--- src/rtl/arb_pkg.sv ---
// Shared types and helpers for the round-robin bus arbiter.
package arb_pkg;

    localparam int DEF_N          = 4;
    localparam int DEF_MAX_TENURE = 8;
    localparam int MAX_N          = 16;
    localparam int MAX_IDW        = 4;

    typedef enum logic {
        IDLE  = 1'b0,
        GRANT = 1'b1
    } arb_state_t;

    // Widest one-hot vector; callers truncate to their own requester count.
    function automatic logic [MAX_N-1:0] onehot(input logic [MAX_IDW-1:0] idx);
        return MAX_N'(1) << idx;
    endfunction

endpackage

--- src/rtl/rr_bus_arbiter_if.sv ---
// Request/grant bundle between the bus masters and the arbiter.
interface rr_bus_arbiter_if #(
    parameter int N   = 4,
    parameter int IDW = $clog2(N)
) ();

    logic [N-1:0]   req;
    logic           lock;
    logic [N-1:0]   gnt;
    logic [IDW-1:0] gnt_id;
    logic           busy;
    logic           preempt;

    modport master (
        output req, lock,
        input  gnt, gnt_id, busy, preempt
    );

    modport slave (
        input  req, lock,
        output gnt, gnt_id, busy, preempt
    );

endinterface

--- src/rtl/rr_pick.sv ---
// Combinational rotate-priority picker: first set request at or after ptr, wrapping.
module rr_pick
    import arb_pkg::*;
#(
    parameter int N   = DEF_N,
    parameter int IDW = $clog2(N)
) (
    input  logic [N-1:0]   req,
    input  logic [IDW-1:0] ptr,
    output logic           valid,
    output logic [IDW-1:0] idx
);

    logic [IDW:0] cand;

    // Scan from the farthest offset back toward ptr so the nearest hit wins last.
    always_comb begin
        idx  = ptr;
        cand = '0;
        for (int k = N - 1; k >= 0; k--) begin
            cand = {1'b0, ptr} + (IDW+1)'(k);
            if (cand >= (IDW+1)'(N)) begin
                cand = cand - (IDW+1)'(N);
            end
            if (req[cand[IDW-1:0]]) begin
                idx = cand[IDW-1:0];
            end
        end
    end

    assign valid = |req;

endmodule

--- src/rtl/rr_bus_arbiter.sv ---
// N-master round-robin bus arbiter with bounded tenure, owner lock and a dead cycle between owners.
module rr_bus_arbiter
    import arb_pkg::*;
#(
    parameter int N          = DEF_N,
    parameter int MAX_TENURE = DEF_MAX_TENURE,
    parameter int IDW        = $clog2(N),
    parameter int TW         = $clog2(MAX_TENURE)
) (
    input  logic             clk,
    input  logic             rst,
    rr_bus_arbiter_if.slave  bus
);

    arb_state_t     state, state_d;
    logic [N-1:0]   gnt, gnt_d;
    logic [IDW-1:0] gnt_id, gnt_id_d;
    logic [IDW-1:0] ptr, ptr_d;
    logic [TW-1:0]  tenure, tenure_d;
    logic           preempt, preempt_d;

    logic           pick_valid;
    logic [IDW-1:0] pick_idx;
    logic           sat;
    logic           others;

    rr_pick #(
        .N   (N),
        .IDW (IDW)
    ) u_pick (
        .req   (bus.req),
        .ptr   (ptr),
        .valid (pick_valid),
        .idx   (pick_idx)
    );

    assign sat    = (tenure == TW'(MAX_TENURE - 1));
    assign others = |(bus.req & ~gnt);

    // NOTE: every output of this block gets a default first, so no path leaves a variable unassigned and no latch is inferred.
    always_comb begin
        state_d   = state;
        gnt_d     = gnt;
        gnt_id_d  = gnt_id;
        ptr_d     = ptr;
        tenure_d  = tenure;
        preempt_d = 1'b0;
        case (state)
            IDLE: begin
                if (pick_valid) begin
                    state_d  = GRANT;
                    gnt_d    = N'(onehot(MAX_IDW'(pick_idx)));
                    gnt_id_d = pick_idx;
                    ptr_d    = (pick_idx == IDW'(N - 1)) ? '0 : pick_idx + IDW'(1);
                    tenure_d = '0;
                end
            end
            GRANT: begin
                // Release outranks timeout, so a simultaneous drop never pulses preempt.
                if (!bus.req[gnt_id]) begin
                    state_d = IDLE;
                    gnt_d   = '0;
                end else if (sat && !bus.lock && others) begin
                    state_d   = IDLE;
                    gnt_d     = '0;
                    preempt_d = 1'b1;
                end else if (!sat) begin
                    tenure_d = tenure + TW'(1);
                end
            end
            default: begin
                state_d = IDLE;
                gnt_d   = '0;
            end
        endcase
    end

    // NOTE: state registers use non-blocking assignments so all flops update together from pre-edge values.
    always_ff @(posedge clk or negedge rst) begin
        if (!rst) begin
            state   <= IDLE;
            gnt     <= '0;
            gnt_id  <= '0;
            ptr     <= '0;
            tenure  <= '0;
            preempt <= 1'b0;
        end else begin
            state   <= state_d;
            gnt     <= gnt_d;
            gnt_id  <= gnt_id_d;
            ptr     <= ptr_d;
            tenure  <= tenure_d;
            preempt <= preempt_d;
        end
    end

    assign bus.gnt     = gnt;
    assign bus.gnt_id  = gnt_id;
    assign bus.busy    = (state == GRANT);
    assign bus.preempt = preempt;

endmodule

--- src/flat_wrapper.sv ---
// flat-port wrapper written by rule: the top's interface ports become plain ports
module rr_bus_arbiter_flat import arb_pkg::*;
#(
    parameter int N          = DEF_N,
    parameter int MAX_TENURE = DEF_MAX_TENURE,
    parameter int IDW        = $clog2(N),
    parameter int TW         = $clog2(MAX_TENURE)
)
  (clk, rst, bus_req, bus_lock, bus_gnt, bus_gnt_id, bus_busy, bus_preempt);
  rr_bus_arbiter_if #(.N(N), .IDW(IDW)) bus_i ();
  input  logic clk;
  input  logic rst;
  input wire logic [$bits(bus_i.req)-1:0] bus_req;
  input wire logic [$bits(bus_i.lock)-1:0] bus_lock;
  output wire logic [$bits(bus_i.gnt)-1:0] bus_gnt;
  output wire logic [$bits(bus_i.gnt_id)-1:0] bus_gnt_id;
  output wire logic [$bits(bus_i.busy)-1:0] bus_busy;
  output wire logic [$bits(bus_i.preempt)-1:0] bus_preempt;
  assign bus_i.req = bus_req;
  assign bus_i.lock = bus_lock;
  assign bus_gnt = bus_i.gnt;
  assign bus_gnt_id = bus_i.gnt_id;
  assign bus_busy = bus_i.busy;
  assign bus_preempt = bus_i.preempt;
  rr_bus_arbiter #(.N(N), .MAX_TENURE(MAX_TENURE), .IDW(IDW), .TW(TW)) u_core (.clk(clk), .rst(rst), .bus(bus_i));
endmodule
--- config.mk ---
export PLATFORM = sky130hd
export DESIGN_NAME = rr_bus_arbiter_flat
export DESIGN_NICKNAME = d
export VERILOG_FILES = /design/src/rtl/arb_pkg.sv /design/src/rtl/rr_bus_arbiter_if.sv /design/src/rtl/rr_pick.sv /design/src/rtl/rr_bus_arbiter.sv /design/src/flat_wrapper.sv
export SDC_FILE = /design/constraint.sdc
export NUM_CORES = 1
export LEC_CHECK = 0
export CAP_MARGIN = 20
export CORE_MARGIN = 2
export CORE_UTILIZATION = 52
export DETAILED_ROUTE_END_ITERATION = 8
export GPL_ROUTABILITY_DRIVEN = 0
export PLACE_DENSITY = 0.8
export SYNTH_ARGS = -nofsm -noshare
export SYNTH_HDL_FRONTEND = slang
export SYNTH_SLANG_ARGS = --single-unit
export TNS_END_PERCENT = 20
--- constraint.sdc ---
create_clock -name clk -period 2.95 [get_ports clk]
set_input_delay 0.4425 -clock clk [delete_from_list [all_inputs] [get_ports clk]]
set_output_delay 0.4425 -clock clk [all_outputs]
set_load 0.01 [all_outputs]
# == Word-level counts from Yosys, hierarchy flattened ==
# Index checks and enable logic that the tools add are counted.
# totals
elab_cells,78
out_inout_bits,8
in_bits,7
reg_bits,13
# classes
n_mux,35
n_reduce_logical,8
addsub,9
shifts,1
n_lt_le_gt_ge,9
eq_ne,7
bitwise_logic,3
# ops
operator,n
two-way mux 2 bit,9
less-than comparator 2 x 3 -> 1 bit (second input constant),5
two-way mux 3 bit,4
two-way mux 4 bit,3
two-way mux 1 bit,11
binary-select mux 1 bit (select 2 bit),5
>= comparator 3 bit (second input constant),3
one-hot mux 4 bit (2 select lines),1
OR reduction 4 bit,2
subtractor 2 x 1 -> 2 bit (second input constant),4
adder 2 x 2 -> 3 bit (second input constant),2
inequality test 2 bit (second input constant),3
one-hot mux 3 bit (2 select lines),1
AND 4 bit,1
NOT 4 bit,1
AND reduction 2 bit,2
AND reduction 4 bit,1
left shift 1 x 2 -> 4 bit (first input constant),1
adder 2 x 1 -> 3 bit (second input constant),1
adder 3 x 1 -> 3 bit (second input constant),1
equality test 3 bit (second input constant),1
>= comparator 2 x 3 -> 1 bit (second input constant),1
inequality test 3 bit (second input constant),1
adder 2 x 1 -> 2 bit (second input constant),1
6 further kinds,7

# == Longest topological paths before layout ==
# logic_depth
depth_word,12
depth_mapped,7
depth_no_buf,7

# == Modules after synthesis ==
# A second synthesis with hierarchy kept.
# hier_totals
cells_unflattened,79
area_unflattened_um2,813.3
# modules_own_cells
module,area_each_um2,cells_each,n_inst
rr_bus_arbiter,713.2,63,1
rr_pick,100.1,16,1

# == Worst setup path before layout ==
# Ideal clock, no wire load.
# synth_timing
kind,input to register
start,in bus_req[2]
end,reg u_core.gnt[3] (netlist: u_core.bus.gnt[3])
setup_time_ps,121
t_required_ps,2829
cell_stages,6
arrival_ps,1401
path_slack_ps,1428
path_buffers,0
path_cell_list,nor2b_1 o21ai_0 a21boi_1 inv_1 ha_1 a22o_1
# synth_via
elab_chain_cells,9
word_cells_on_any_way,25
classes_between,2 x eq/ne; 1 x shift; 17 x mux; 1 x bitwise; 4 x reduce/logical
# synth_lines
item,line,rtl
"start, declared",flat_wrapper.sv:13,input wire logic [$bits(bus_i.req)-1:0] bus_req;
binary-select mux 1 bit (select 2 bit),rr_pick.sv:25,if (req[cand[IDW-1:0]]) begin
two-way mux 1 bit (implied by the code),rr_pick.sv:25,
two-way mux 2 bit (4 in series),rr_pick.sv:25,
left shift 1 x 2 -> 4 bit,arb_pkg.sv:16,return MAX_N'(1) << idx;
two-way mux 4 bit,rr_bus_arbiter.sv:50,if (pick_valid) begin
one-hot mux 4 bit (2 select lines),rr_bus_arbiter.sv:48,case (state)
"end signal, assigned",rr_bus_arbiter.sv:89,gnt <= gnt_d;
"end, declared",rr_bus_arbiter.sv:16,"logic [N-1:0] gnt, gnt_d;"
# Several ways; a longest one is shown, not always the timed one. The select of a mux whose other input is x is not followed.
# A chain may end at the register's enable or synchronous reset.

# == Final worst setup path ==
# layout_timing
start,in bus_req[2]
end,reg u_core.ptr[0]
# layout_via
elab_chain_cells,8
word_cells_on_any_way,17
classes_between,1 x add/sub; 1 x eq/ne; 13 x mux; 2 x reduce/logical
# layout_lines
item,line,rtl
binary-select mux 1 bit (select 2 bit),rr_pick.sv:25,
two-way mux 1 bit (implied by the code),rr_pick.sv:25,
two-way mux 2 bit (4 in series),rr_pick.sv:25,
adder 2 x 1 -> 2 bit / equality test 2 bit (equally long branches),rr_bus_arbiter.sv:54,ptr_d = (pick_idx == IDW'(N - 1)) ? '0 : pick_idx + IDW'(1);
two-way mux 2 bit,rr_bus_arbiter.sv:54,
"end signal, assigned",rr_bus_arbiter.sv:91,ptr <= ptr_d;
"end, declared",rr_bus_arbiter.sv:18,"logic [IDW-1:0] ptr, ptr_d;"
# Several ways; a longest one is shown, not always the timed one. The select of a mux whose other input is x is not followed.

==> impl_metrics.yaml <==
pwr:
  power_density_nw_per_um2: 957
  power_leakage_nw: 0.425
  peakVddDrop_mv: 0.571
sta:
  tightest_slew_ns: 0.568
  grt_setup_unrepaired: "false"
  setup_viol: 0
  worst_slack_ns: 0.931
  hold_violations: 0
  tns_ns: 0
  drv_slew: 0
  fin_crit_ns: 2.02
  maxSlewHeadroom_pct: 62.0
  fin_skew_ns: 0.00399
  timing.fmax_ghz: 0.495
  post-route-period-util_pct: 68.4
synthesis:
  ys_ff_latch: 13
  ys_async_sr_fraction_pct: 100
  synth_compound_area_share_pct: 20.2
  netlist_area_sq_um: 724
  synth.distinct_cells: 29
  synthSimpleGateAreaFrac_pct: 18.8
  synth.area.top_cells: "dfrtp_1, nand2_1, ha_1"
  synth_top_family_by_area: "compound AO/OA/AOI/OAI gates"
  synth_xor_area_share_pct: 0
  synth_mux_area_share_pct: 7.25
  seq_area_frac_synth_pct: 44.9
  avgSynthCellArea_sq_um: 10.1
  syn_nets: 82
  synth_top_area_share_pct: 44.9
  ys.flop_type: "dfrtp_1"
  synth_area_leader_cell: "dfrtp_1"
  synthAdderAreaFrac_pct: 5.18
  yosysWarningCount: 0
  synth_edf_count: 0
  synth_cells: 72
min_path:
  hold_depth: 1
  hold_path_class: "reg -> reg"
clocking:
  hold_buffers: 0
  htree_levels: 1
  clock_sinks: 13
  clk_pin_slew_ns: 0.08
  cts_tree: "done"
  post_cts_buffers: 0
  cts_resized: 0
  cts_root_buffer: "clkbuf_4"
  clock_latency_ns: 0.28
  clk_path_buf_depth: 2
  numCtsBuffers: 3
grt:
  grt_max_degree: 14
  grt_first_pass_wirelength_mm: 2.20
  antenna_found_initial: 0
  grt_overflow: 0
  grt_pass1_vias: 494
  grtUsageTotal_pct: 20.7
layout:
  antenna_cells: 0
  multi_input_area_sq_um: 373
  drive_gt1_share_pct: 14.6
  n_fill_cell: 109
  areaGrowthSynthToFinish_pct: 25.0
  fin_nets: 100
  seqCellArea_sq_um: 325
critical_path:
  cp_max_fo: 6
  ff2ff_path_depth: 6
  cp-end-kind: "flop"
  worstPathCellList: "clkdlybuf4s50_1 -> nor2b_1 -> o21ai_0 -> a21boi_1 -> inv_1 -> ha_1 -> o31ai_1"
  cp.arrival_ns: 2.20
  worst-path-stages: 7
  cpMaxStageDelayCell: "clkdlybuf4s50_1"
  worstSetupStartpointType: "input pin"
  critPathTopFamily: "compound AO/OA/AOI/OAI gates"
  slowest_delay_ns: 0.50
  worst-endpoint-required_ns: 3.13
  worstSetupPathType: "in -> reg"
  cp.buffers_inverters: 2
placed_design:
  port_buffers: 14
  pre_cts_ws_ns: 0.644
  dp_hpwl_mm: 1.19
die:
  die_x_um: 41.3
  rows: 13
  io_pins: 15
  dieHeight_um: 41.3
  initial_utilization_pct: 55.7
  fp.coreArea_sq_um: 1300
  die_area_sq_um: 1710
routing:
  vias: 614
  firstDrtPassIters: 4
  avgRoutedWirePerCell_um: 14.5
  wl_mm: 1.51
  route.detailed.drc: 0
  antenna_left: 0
  vias_per_cell: 5.90
  dr.first_iter.drc_count: 18
flow_run:
  maxCapViolCount: 0
status:
  outcome: "finished clean"
power by group:
part	leakage, nW	total [mW]	internal, mW	switching [mW]
clock	0.0150	0.109	0.0525	0.0567
sequential	0.167	0.335	0.256	0.0786
combinational	0.242	0.423	0.213	0.210
total	0.425	0.867	0.522	0.345
placed cells by master, fill, tap and decap left out, types with 2 or more instances in the layout:
cell type	synthesis	routed
clkdlybuf4s50_1	0	14
dfrtp_1	13	13
nand2_1	11	11
nor2_1	5	5
inv_1	5	5
o21ai_0	5	5
mux2i_1	3	3
a32o_1	3	3
ha_1	3	3
clkbuf_4	0	3
nor2b_1	2	2
a21oi_1	2	2
or2b_2	2	2
layer usage:
metal	vias to the layer above	part of all wire (%)	global-route usage, %
met4	0	1.7	12.1
met1	303	46	29.3
met3	4	5.0	3.19
met5	-	0	0
li1	292	-	-
met2	15	47	30.1
synthesized netlist by cell type, drive strengths merged, types with 2 or more instances:
cell and n:
dfrtp 13, nand2 11, inv 6, nor2 5
o21ai 5, a32o 3, ha 3, mux2i 3
nor2b 3, or2b 3, a21oi 2
registers in the layout, summed over array words and instances (netlist names):
signal and flops:
u_core.bus.gnt 4, u_core.bus.preempt 1, u_core.bus.gnt_id 2, u_core.ptr 2, u_core.tenure 3, u_core.bus.busy 1
cell families (layout without fill, tap and decap cells):
group | after synthesis | after routing
AND/OR/NAND/NOR | 26 | 26
AO/OA/AOI/OAI | 19 | 19
flip-flops | 13 | 13
buffers and inverters | 7 | 24
multiplexers | 4 | 4
adder cells (fa/ha/maj) | 3 | 3
stage by stage:
stage | hold WS (ns) | power (mW) | std cells | utilization (%) | cell area (sq um)
floorplan | 0.147 | 0.587 | 72 | - | 724
global placement | 0.477 | 0.745 | 100 | 67.6 | 880
detailed placement | 0.507 | 0.761 | 100 | 67.6 | 880
CTS | 0.512 | 0.873 | 104 | 69.6 | 906
global route | 0.558 | 0.938 | 104 | 69.6 | 906
finish | 0.509 | 0.867 | 104 | 69.6 | 906
worst paths after layout:
kind	end	from	slack [ns]
worst max register to register	u_core.ptr[0]	u_core.ptr[1]	1.21
max in group asynchronous	u_core.ptr[1]	rst	2.05
worst min register to register	u_core.tenure[0]	u_core.tenure[0]	0.51
min in group asynchronous	u_core.tenure[0]	rst	0.53
worst min-delay path	u_core.tenure[0]	u_core.tenure[0]	0.51
worst max-delay path	u_core.ptr[0]	bus_req[2]	0.93
worst reg2reg max path: stages, from the launching register on:
cell,delay (ns)
dfrtp_1,0.45
nor3_1,0.21
a31oi_1,0.06
a21boi_1,0.33
inv_1,0.11
ha_1,0.23
o31ai_1,0.26
cell type report:
| type | count | share of cell area (%) |
|---|---|---|
| multi-input combinational | 52 | 41.2 |
| inverter | 6 | 2.49 |
| sequential | 13 | 35.9 |
| tap | 15 | 2.07 |
| timing repair buffer | 14 | 15.5 |
| clock buffer | 4 | 2.90 |
Power figures use the tool's default switching activity.
